`config.mk`:
```
export PLATFORM = sky130hd
export DESIGN_NAME = instruction_fetch_unit_flat
export DESIGN_NICKNAME = d
export VERILOG_FILES = /design/src/rtl/instruction_fetch_unit_pkg.sv /design/src/rtl/instruction_fetch_unit_if.sv /design/src/rtl/instruction_fetch_unit_if_id_register.sv /design/src/rtl/instruction_fetch_unit.sv /design/src/flat_wrapper.sv
export SDC_FILE = /design/constraint.sdc
export NUM_CORES = 1
export LEC_CHECK = 0
export CAP_MARGIN = 10
export CORE_ASPECT_RATIO = 0.8
export CORE_MARGIN = 5
export CORE_UTILIZATION = 25
export DETAILED_ROUTE_END_ITERATION = 8
export PLACE_DENSITY = 0.63
export SKIP_LAST_GASP = 1
export SLEW_MARGIN = 15
export SYNTH_ARGS = -nofsm -noshare
export SYNTH_HDL_FRONTEND = slang
export SYNTH_HIERARCHICAL = 1
export SYNTH_SLANG_ARGS = --single-unit
```
`constraint.sdc`:
```
create_clock -name clk -period 2.05 [get_ports clk]
set_input_delay 0.5125 -clock clk [delete_from_list [all_inputs] [get_ports clk]]
set_output_delay 0.5125 -clock clk [all_outputs]
set_load 0.005 [all_outputs]
```
`src/rtl/instruction_fetch_unit_pkg.sv`:
```
// Shared fetch-stage definitions: FSM state encodings and jump opcodes (opcodes also used by decode).
package instruction_fetch_unit_pkg;

  typedef enum logic [1:0] {
    ST_BOOT = 2'd0,
    ST_RUN  = 2'd1,
    ST_HALT = 2'd2
  } fetch_state_t;

  localparam logic [5:0] OP_J   = 6'b000010;
  localparam logic [5:0] OP_JAL = 6'b000011;

  function automatic logic is_jump_opcode(input logic [5:0] op);
    return (op == OP_J) || (op == OP_JAL);
  endfunction

endpackage

```
`src/rtl/instruction_fetch_unit_if.sv`:
```
// Fetch-stage bus: instruction memory port, hazard/redirect controls and IF/ID outputs.
interface instruction_fetch_unit_if #(
  parameter int N  = 32,
  parameter int IM = 5
);
  logic [IM-1:0] InstructionAddress;
  logic [N-1:0]  Instruction;
  logic          Stall;
  logic          Redirect;
  logic [IM-1:0] RedirectAddress;
  logic [N-1:0]  IF_ID_Instruction;
  logic [N-1:0]  IF_ID_PCPlus1;
  logic          IF_ID_Valid;
  logic          Halted;

  modport master (
    output InstructionAddress, IF_ID_Instruction, IF_ID_PCPlus1, IF_ID_Valid, Halted,
    input  Instruction, Stall, Redirect, RedirectAddress
  );

  modport slave (
    input  InstructionAddress, IF_ID_Instruction, IF_ID_PCPlus1, IF_ID_Valid, Halted,
    output Instruction, Stall, Redirect, RedirectAddress
  );
endinterface

```
`src/rtl/instruction_fetch_unit_if_id_register.sv`:
```
// Generic pipeline register holding instruction, zero-extended PC+1 and valid; flush beats load.
module if_id_register #(
  parameter int N  = 32,
  parameter int IM = 5
) (
  input  logic          clk,
  input  logic          rst_n,
  input  logic          load,
  input  logic          flush,
  input  logic [N-1:0]  instruction_in,
  input  logic [IM:0]   pcplus1_in,
  output logic [N-1:0]  instruction,
  output logic [N-1:0]  pcplus1,
  output logic          valid
);

  always_ff @(posedge clk or negedge rst_n) begin
    if (!rst_n) begin
      instruction <= '0;
      pcplus1     <= '0;
      valid       <= 1'b0;
    end else if (flush) begin
      instruction <= '0;
      valid       <= 1'b0;
    end else if (load) begin
      instruction <= instruction_in;
      pcplus1     <= {{(N-IM-1){1'b0}}, pcplus1_in};
      valid       <= 1'b1;
    end
  end

endmodule

```
`src/rtl/instruction_fetch_unit.sv`:
```
// MIPS fetch stage: PC, BOOT/RUN/HALT FSM and next-PC mux feeding the IF/ID register.
// Define FETCH_EARLY_JUMP_EN to resolve j/jal from IF/ID with a single bubble.
module instruction_fetch_unit
  import instruction_fetch_unit_pkg::*;
#(
  parameter int N  = 32,
  parameter int IM = 5
) (
  input  logic                     clk,
  input  logic                     rst_n,
  instruction_fetch_unit_if.master bus
);

  localparam logic [IM-1:0] PC_LAST = '1;

  fetch_state_t  state;
  logic [IM-1:0] pc;
  logic [IM:0]   pc_plus1;
  logic          halted;
  logic          early_jump;
  logic [IM-1:0] jump_target;
  logic          reg_load;
  logic          reg_flush;

  assign pc_plus1 = {1'b0, pc} + 1'b1;

`ifdef FETCH_EARLY_JUMP_EN
  assign early_jump  = (state == ST_RUN) && bus.IF_ID_Valid && !bus.Stall &&
                       is_jump_opcode(bus.IF_ID_Instruction[N-1:N-6]);
  assign jump_target = bus.IF_ID_Instruction[IM-1:0];
`else
  assign early_jump  = 1'b0;
  assign jump_target = '0;
`endif

  always_comb begin
    reg_load  = 1'b0;
    reg_flush = 1'b0;
    unique case (state)
      ST_RUN: begin
        reg_flush = bus.Redirect || early_jump;
        reg_load  = !reg_flush && !bus.Stall;
      end
      ST_HALT: reg_flush = 1'b1;
      default: ;
    endcase
  end

  // Redirect outranks early jump and stall; the last word is captured before halting, so PC never wraps.
  always_ff @(posedge clk or negedge rst_n) begin
    if (!rst_n) begin
      state  <= ST_BOOT;
      pc     <= '0;
      halted <= 1'b0;
    end else begin
      unique case (state)
        ST_BOOT: state <= ST_RUN;
        ST_RUN: begin
          if (bus.Redirect) begin
            pc <= bus.RedirectAddress;
          end else if (early_jump) begin
            pc <= jump_target;
          end else if (!bus.Stall) begin
            if (pc == PC_LAST) begin
              state  <= ST_HALT;
              halted <= 1'b1;
            end else begin
              pc <= pc_plus1[IM-1:0];
            end
          end
        end
        ST_HALT: begin
          if (bus.Redirect) begin
            pc     <= bus.RedirectAddress;
            state  <= ST_RUN;
            halted <= 1'b0;
          end
        end
        default: state <= ST_BOOT;
      endcase
    end
  end

  assign bus.InstructionAddress = pc;
  assign bus.Halted             = halted;

  if_id_register #(
    .N  (N),
    .IM (IM)
  ) u_if_id (
    .clk            (clk),
    .rst_n          (rst_n),
    .load           (reg_load),
    .flush          (reg_flush),
    .instruction_in (bus.Instruction),
    .pcplus1_in     (pc_plus1),
    .instruction    (bus.IF_ID_Instruction),
    .pcplus1        (bus.IF_ID_PCPlus1),
    .valid          (bus.IF_ID_Valid)
  );

endmodule

```
`src/flat_wrapper.sv`:
```
// flat-port wrapper written by rule: the top's interface ports become plain ports
module instruction_fetch_unit_flat import instruction_fetch_unit_pkg::*;
#(
  parameter int N  = 32,
  parameter int IM = 5
)
  (clk, rst_n, bus_InstructionAddress, bus_IF_ID_Instruction, bus_IF_ID_PCPlus1, bus_IF_ID_Valid, bus_Halted, bus_Instruction, bus_Stall, bus_Redirect, bus_RedirectAddress);
  instruction_fetch_unit_if #(.N(N), .IM(IM)) bus_i ();
  input  logic clk;
  input  logic rst_n;
  output wire logic [$bits(bus_i.InstructionAddress)-1:0] bus_InstructionAddress;
  output wire logic [$bits(bus_i.IF_ID_Instruction)-1:0] bus_IF_ID_Instruction;
  output wire logic [$bits(bus_i.IF_ID_PCPlus1)-1:0] bus_IF_ID_PCPlus1;
  output wire logic [$bits(bus_i.IF_ID_Valid)-1:0] bus_IF_ID_Valid;
  output wire logic [$bits(bus_i.Halted)-1:0] bus_Halted;
  input wire logic [$bits(bus_i.Instruction)-1:0] bus_Instruction;
  input wire logic [$bits(bus_i.Stall)-1:0] bus_Stall;
  input wire logic [$bits(bus_i.Redirect)-1:0] bus_Redirect;
  input wire logic [$bits(bus_i.RedirectAddress)-1:0] bus_RedirectAddress;
  assign bus_InstructionAddress = bus_i.InstructionAddress;
  assign bus_IF_ID_Instruction = bus_i.IF_ID_Instruction;
  assign bus_IF_ID_PCPlus1 = bus_i.IF_ID_PCPlus1;
  assign bus_IF_ID_Valid = bus_i.IF_ID_Valid;
  assign bus_Halted = bus_i.Halted;
  assign bus_i.Instruction = bus_Instruction;
  assign bus_i.Stall = bus_Stall;
  assign bus_i.Redirect = bus_Redirect;
  assign bus_i.RedirectAddress = bus_RedirectAddress;
  instruction_fetch_unit #(.N(N), .IM(IM)) u_core (.clk(clk), .rst_n(rst_n), .bus(bus_i));
endmodule
```
Yosys cells after proc, flatten, opt, wreduce, memory -nomap -nowiden
Cells that the tools add are included.
- register bits after elaboration: 47
- input bits: 41
- output and inout port bits: 71
- word-level logic and storage cells: 48
- $add $sub $neg: 1
- eq/ne operators: 9
- multiplexer cells: 21
- bitwise logic cells: 1
- reductions and logical operators: 10
- operators with widths (cell ; number):
    $mux W32 ; 2
    $mux W5 ; 4
    $pmux W5 S2 ; 1
    $mux W2 ; 4
    $reduce_and A4 Y1 ; 2
    $mux W1 ; 7
    $add A5 B1 Y6 const B ; 1
    $ne A2 B2 Y1 const B ; 3
    $ne A3 B3 Y1 const B ; 2
    $pmux W2 S3 ; 1
    $eq A5 B5 Y1 const B ; 1
    $reduce_and A5 Y1 ; 1
    $pmux W1 S2 ; 2
    $reduce_bool A2 Y1 ; 2
    $eq A2 B1 Y1 const B ; 1
    $eq A2 B2 Y1 const B ; 1
    $logic_not A1 Y1 ; 2
    $logic_not A2 Y1 ; 1
    $ne A2 B1 Y1 const B ; 1
    $reduce_and A2 Y1 ; 1
    $logic_and A1 B1 Y1 ; 1
    $not A1 Y1 ; 1

Depth between registers and ports, before layout
Gate-level depths: netlist of run 1.
- word-level depth: 5
- mapped depth: 9

Hierarchy
The synthesis of run 1 kept the hierarchy.
- by module, submodules not included (module ; instances ; cells each ; area each (sq um) ; seq. area each (sq um)):
    if_id_register ; 1 ; 148 ; 1788.0 ; 975.9
    instruction_fetch_unit ; 1 ; 67 ; 619.3 ; 200.2

Worst setup path after synthesis of run 1
OpenSTA, ideal clock, no wires.
- path type: register -> register
- start: register u_core.pc[0] (netlist: u_core/bus.InstructionAddress[0])
- end: register u_core.state[0]
- setup time: 79 ps
- data arrival time: 1703 ps
- required time: 1971 ps
- setup slack: 268 ps
- stages on the path, launching flop included: 7
- clock period less this slack: 1782 ps
- path through: dfrtp_1 -> ha_1 -> and3_1 -> ha_1 -> or3b_1 -> a22oi_2 -> mux2i_1
- cells in the longest elaborated chain, start to end: 3
- RTL lines (element ; line ; source):
    start: declaration ; instruction_fetch_unit.sv:17 ; logic [IM-1:0] pc;
    start signal: assignment ; instruction_fetch_unit.sv:60 ; pc <= bus.RedirectAddress;
    start signal: assignment ; instruction_fetch_unit.sv:62 ; pc <= jump_target;
    start signal: assignment ; instruction_fetch_unit.sv:68 ; pc <= pc_plus1[IM-1:0];
    $eq A5 B5 Y1 ; instruction_fetch_unit.sv:64 ; if (pc == PC_LAST) begin
    $ne A2 B1 Y1 (no line) ; - ;
    $reduce_and A4 Y1 (no line) ; - ;
    end signal: assignment ; instruction_fetch_unit.sv:65 ; state <= ST_HALT;
    end signal: assignment ; instruction_fetch_unit.sv:75 ; state <= ST_RUN;
    end signal: assignment ; instruction_fetch_unit.sv:79 ; default: state <= ST_BOOT;
    end: declaration ; instruction_fetch_unit.sv:16 ; fetch_state_t state;
Every way passes these cells.
A chain may end at the register's enable or synchronous reset.

Final worst setup path of run 1
- start: register u_core.pc[1] (netlist: u_core/bus.InstructionAddress[1])
- end: register u_core.state[0]
The elaborated chain is that of the path after synthesis.

==> results.yml, run 1 <==
outcome:
  outcome: "finished clean"
yosys:
  ys_types: 36
  yosysSeqAreaShare_pct: 48.9
  synth_warnings: 6
  syn_area_sq_mm: 0.00241
  avgSynthCellArea_sq_um: 11.2
  synthTopCellsByArea: "dfrtp_1 49%, mux2i_1 15%, buf_4 9.0%, nor2_1 5.9%, mux2_4 4.4%"
  yosysTopAreaCell: "dfrtp_1"
  synth_top_area_share_pct: 48.9
  synthCells: 215
  synth-seq-cells: 47
job:
  cap_viol_max_count: 0
worst_setup_path:
  crit_family: "simple AND/OR/NAND/NOR gates"
  crit_path_max_fanout: 5
  path_buf_inv: 0
  cp_cell_sequence: "ha_1 -> and3_1 -> ha_1 -> or3b_1 -> a22oi_2 -> mux2i_1"
  crit_top_cell: "ha_1"
  max_stage_delay_ns: 0.43
  worstSetupStartpointType: "flip-flop"
  required_ns: 2.26
  crit_path_end_kind: "flip-flop"
  crit_type: "reg -> reg"
  arrival_ns: 2.05
  cpMaxStageDelayCell: "dfrtp_1"
hold_path:
  worst_hold_path_type: "in -> async"
final_layout:
  stdcell_count: 425
  fin_nets: 353
  antenna_cells: 0
  areaGrowthSynthToFinish_pct: 44.3
  fillerInstances: 943
  fin_util_pct: 36.5
  final_layout_size_suffix_gt1_share_pct: 10.8
power:
  sequentialPowerShare_pct: 35.4
  power_density_mw_per_mm2: 1320
  clkPwrFrac_pct: 19.7
  ir_drop_mv: 0.648
  pwr-share-comb_pct: 45.0
  intPower_mw: 3.18
  netSwitchingFraction_pct: 30.9
  p_sw_mw: 1.42
  p_leak_nw: 1.53
sta:
  finalMaxSlewViolations: 0
  tightestPinTransition_ns: 0.609
  fin_crit_sh_pct: 89.5
  max_freq_ghz: 0.545
  finClkSkew_ns: 0.00618
  holdWs_ns: 0.237
  setup_viol: 0
  rsz0062_at_grt: "no"
  finalCriticalPeriod_ns: 1.83
  relSlewSlack_pct: 59.4
  hold_viol: 0
global_routing:
  grt_max_degree: 34
  grtUsageMet3_pct: 3.42
  antenna_found_initial: 0
  grt_usage_pct: 9.63
  grt_pass1_wl_um: 9230
  gr-total-overflow: 0
  top_usage_layer: "met1"
  met2_usage_pct: 13.6
  use_met1_pct: 14.3
  grt_pass1_vias: 1773
cts:
  cts_buffer_depth: 2
  root_buffer: "clkbuf_16"
  cts_max_level: 2
  cts_made_buffers: 5
  clock_sinks: 47
  post_cts_resized: 0
  clk_pin_slew_ns: 0.06
  insertion_delay_ns: 0.28
  cts_tree: "done"
  post_cts_buffers: 0
  postCtsHoldBufs: 0
die:
  core_sq_mm: 0.00953
  initial_utilization_pct: 25.3
  io_pins: 112
  die_area_sq_mm: 0.0117
  die-width_um: 120
  rows: 32
  die_h_um: 97.8
route:
  vias: 1778
  first_pass_iters: 4
  postRouteAntennaNets: 0
  drc_errors: 0
  wirelength_um: 5820
  drt_iter0_markers: 65
  vias_per_cell: 4.18
  wl_per_cell_um: 13.7
placed_design:
  port_buffers: 85
  gp_congestion: 0.788
  dp_cells: 418
  hpwl_um: 4370
state kept, by name, summed over array words and instances (netlist names):
signal and cells:
u_core/state 2, u_core/u_if_id/valid 1, u_core/bus.InstructionAddress 5, u_core/bus.Halted 1
u_core/u_if_id/pcplus1 6, u_core/u_if_id/instruction 32
layout make-up:
type | count | area [sq um] | share of cell area, %
flip-flops and latches | 47 | 1180 | 33.8
multi-input cells | 151 | 1040 | 29.8
repair buffers | 97 | 936 | 26.9
well taps | 119 | 149 | 4.29
clock buffers | 5 | 125 | 3.60
clock inverters | 2 | 37.5 | 1.08
inverters | 4 | 15.0 | 0.432
final timing paths:
kind | from | endpoint | slack [ns] | depth (start not counted)
worst max register to register | u_core/bus.InstructionAddress[1] | u_core/state[0] | 0.22 | 6
max in group asynchronous | rst_n | u_core/u_if_id/instruction[31] | 1.19 | 2
min in group clk | u_core/u_if_id/valid | u_core/u_if_id/valid | 0.49 | 2
worst min-delay path | rst_n | u_core/u_if_id/instruction[18] | 0.24 | 1
worst max-delay path | u_core/bus.InstructionAddress[1] | u_core/state[0] | 0.22 | 6
worst min register to register | u_core/u_if_id/valid | u_core/u_if_id/valid | 0.49 | 2
Yosys cell counts (all sizes together):
master / count
conb: 1
and2: 2
clkbuf: 3
nor3: 1
buf: 35
nor2b: 2
nand2b: 1
o21bai: 2
xor2: 1
a311o: 1
o21ai: 5
o22ai: 1
nand2: 2
and3: 1
or3b: 2
o211ai: 1
ha: 6
or2: 1
xnor2: 1
dfrtp: 47
mux2i: 35
nand3: 1
a32oi: 1
a31oi: 2
mux2: 7
a22oi: 1
inv: 4
a21oi: 9
nor2: 38
a22o: 1
cells by family (layout without fill, tap and decap cells):
family	after synthesis	count (layout)	share of synthesized area (%)
other	1	26	0.156
AOI/OAI and AO/OA	24	24	6.44
muxes	42	42	18.9
and+or+nand+nor	51	51	9.67
adders and majority gates	6	6	3.12
DFF	47	47	48.9
buffers and inverters	42	108	12.1
xor gates and xnor gates	2	2	0.728
stage by stage:
step	power (mW)	TNS (ns)	area [sq um]	setup slack [ns]
after floorplan	2.59	0	2500	0.268
after global placement	3.71	-0.415	3310	-0.0283
after detailed placement	3.74	-0.839	3310	-0.0537
after CTS	4.68	0	3470	0.203
after global routing	4.93	0	3470	0.106
final	4.60	0	3470	0.215
power by group through the flow:
stage               registers (mW)  clock network [mW]  logic, mW
finish                        1.63               0.903       2.07
CTS                           1.63               0.943       2.10
global route                  1.69               0.971       2.27
detailed placement            1.64                   0       2.10
floorplan                     1.63                   0      0.950
global placement              1.64                   0       2.07
cells in the final DEF, fill, tap and decap left out, types with 2 or more instances in the layout:
master            n
mux2_4            7
o21ai_0           5
ha_1              6
buf_4            12
a31oi_1           2
dfrtp_1          47
nand2_1           2
conb_1           26
clkdlybuf4s50_1  84
nor2_1           38
a21oi_1           9
inv_1             4
or3b_1            2
clkbuf_16         5
mux2i_1          35
per-layer routing:
layer  up-vias  share of wire (%)  wire [um]
li1        850                  -          -
met5         -                  0          0
met3         0                9.2        533
met2        80                 42       2460
met1       848                 49       2830
met4         0                  0          0
Note: power is estimated with default switching activity, not from simulation.
==> run 2, diff against run 1 <==
--- a/config.mk
+++ b/config.mk
@@ -12,3 +12,3 @@
 export DETAILED_ROUTE_END_ITERATION = 8
-export PLACE_DENSITY = 0.63
+export PLACE_DENSITY = 0.58
 export SKIP_LAST_GASP = 1
--- a/constraint.sdc
+++ b/constraint.sdc
@@ -3,2 +3,2 @@
 set_output_delay 0.5125 -clock clk [all_outputs]
-set_load 0.005 [all_outputs]
+set_load 0.05 [all_outputs]
==> run 2 against run 1 <==
Net effect:
- clock skew barely moved
- non-clock buffer count decreased by 4
- first-iteration DRC count up 3.1%
- total power rose by 30%
- clock power shrank 7.3%
- critical path depth is 5 lower
- sequential share of layout area grew 0.42 points
- routed wire length rose by 2.1%
==> results.yml, run 2 (synthesized netlist as in run 1, its figures left out) <==
sta:
  setup_viol: 0
  finalMaxSlewViolations: 0
  finalCriticalPeriod_ns: 1.98
  relSlewSlack_pct: 58.6
  tightestPinTransition_ns: 0.620
  fin_crit_sh_pct: 96.5
  finClkSkew_ns: 0.00613
  setup_tns_ns: 0
  max_freq_ghz: 0.505
  rsz0062_at_grt: "no"
  hold_viol: 0
route:
  postRouteAntennaNets: 0
  wl_per_cell_um: 14.1
  wirelength_um: 5940
  first_pass_iters: 4
  vias_per_cell: 4.21
  drc_errors: 0
  vias: 1775
  drt_iter0_markers: 67
worst_setup_path:
  cp_cell_sequence: "clkdlybuf4s50_1"
  path_buf_inv: 1
  worstSetupStartpointType: "flip-flop"
  crit_path_max_fanout: 2
  arrival_ns: 1.47
  crit_path_end_kind: "output pin"
  timing.rr.start: "u_core/bus.InstructionAddress[1]"
  crit_family: "buffers and inverters"
  required_ns: 1.54
  startpoint: "u_core/u_if_id/pcplus1[1]"
  max_stage_delay_ns: 0.82
  crit_type: "reg -> out"
  cpMaxStageDelayCell: "clkdlybuf4s50_1"
job:
  cap_viol_max_count: 0
power:
  p_sw_mw: 2.93
  ir_drop_mv: 0.868
  intPower_mw: 3.06
  netSwitchingFraction_pct: 48.9
  power_density_mw_per_mm2: 1740
  pwr-share-comb_pct: 59.2
  sequentialPowerShare_pct: 26.9
  p_leak_nw: 1.52
  clkPwrFrac_pct: 14.0
global_routing:
  antenna_found_initial: 0
  grt_pass1_vias: 1842
  gr-total-overflow: 0
  grt_usage_pct: 10.2
  grt_pass1_wl_um: 9670
  grt_max_degree: 34
placed_design:
  hpwl_um: 4360
  port_buffers: 85
  place_area_sq_mm: 0.00328
  gp_congestion: 0.788
cts:
  clk_pin_slew_ns: 0.06
  postCtsHoldBufs: 0
  insertion_delay_ns: 0.28
  cts_max_level: 2
  clock_sinks: 47
  post_cts_buffers: 0
  cts_buffer_depth: 2
  root_buffer: "clkbuf_16"
  cts_made_buffers: 5
  cts_tree: "done"
  post_cts_resized: 0
final_layout:
  largest_register: "u_core/u_if_id/instruction"
  fin_area_sq_mm: 0.00344
  mostFrequentLayoutCell: "clkdlybuf4s50_1"
  fin_nets: 349
  antenna_cells: 0
  fin_util_pct: 36.1
  final_cell_mix: "74 x clkdlybuf4s50_1, 45 x dfrtp_1, 38 x nor2_1, 35 x mux2i_1, 26 x conb_1"
  areaGrowthSynthToFinish_pct: 42.9
  largest_reg_flops: 32
  final_layout_size_suffix_gt1_share_pct: 13.9
  fillerInstances: 957
outcome:
  outcome: "finished clean"
die:
  die_h_um: 97.8
  initial_utilization_pct: 25.3
  die-width_um: 120
  die_area_sq_mm: 0.0117
  core_sq_mm: 0.00953
  rows: 32
  io_pins: 112
hold_path:
  worst_hold_path_type: "in -> async"
==> run 2: path summary, 6_finish.rpt <==
| kind | to | slack [ns] | cells past startpoint |
|---|---|---|---|
| worst min register to register | u_core/u_if_id/valid | 0.50 | 2 |
| worst max register to register | u_core/state[0] | 0.12 | 6 |
| min in group clk | u_core/u_if_id/valid | 0.50 | 2 |
| max in group asynchronous | u_core/u_if_id/instruction[18] | 1.26 | 2 |
| worst min-delay path | u_core/u_if_id/pcplus1[1] | 0.24 | 1 |
| worst max-delay path | bus_IF_ID_PCPlus1[1] | 0.07 | 1 |
==> run 2: metal layers <==
layer / global-route usage (%) / part of all wire [%]
met3: 3.18 / 7.6
met1: 14.6 / 48
met5: 0 / 0
met2: 15.0 / 43
met4: 2.38 / 0.71
==> run 2: cell type report <==
class,count,area (sq um),area share (%)
Inverter,4,15.0,0.437
Sequential cell,47,1180,34.3
Clock buffer,6,139,4.04
Clock inverter,2,16.3,0.473
Multi-Input combinational cell,151,1040,30.1
Timing Repair Buffer,93,906,26.3
Tap cell,119,149,4.33
==> run 2: per-stage QoR <==
step           worst slack (ns)  std cells  total power, mW  hold WS (ns)
2_1_floorplan             0.110        240             4.05         0.217
3_3_place_gp           -0.00205        414             5.16         0.479
5_1_grt                 0.00251        422             6.35         0.301
4_1_cts                  0.0532        422             6.07         0.268
6_report                 0.0714        422             5.99         0.243
3_5_place_dp            -0.0191        414             5.20         0.484
==> run 2: power by group through the flow <==
stage	combinational (mW)	clock (mW)	sequential (mW)
after CTS	3.58	0.874	1.62
after global placement	3.53	0	1.63
after detailed placement	3.57	0	1.63
final	3.54	0.837	1.61
after global routing	3.77	0.909	1.68
after floorplan	1.04	0	3.01
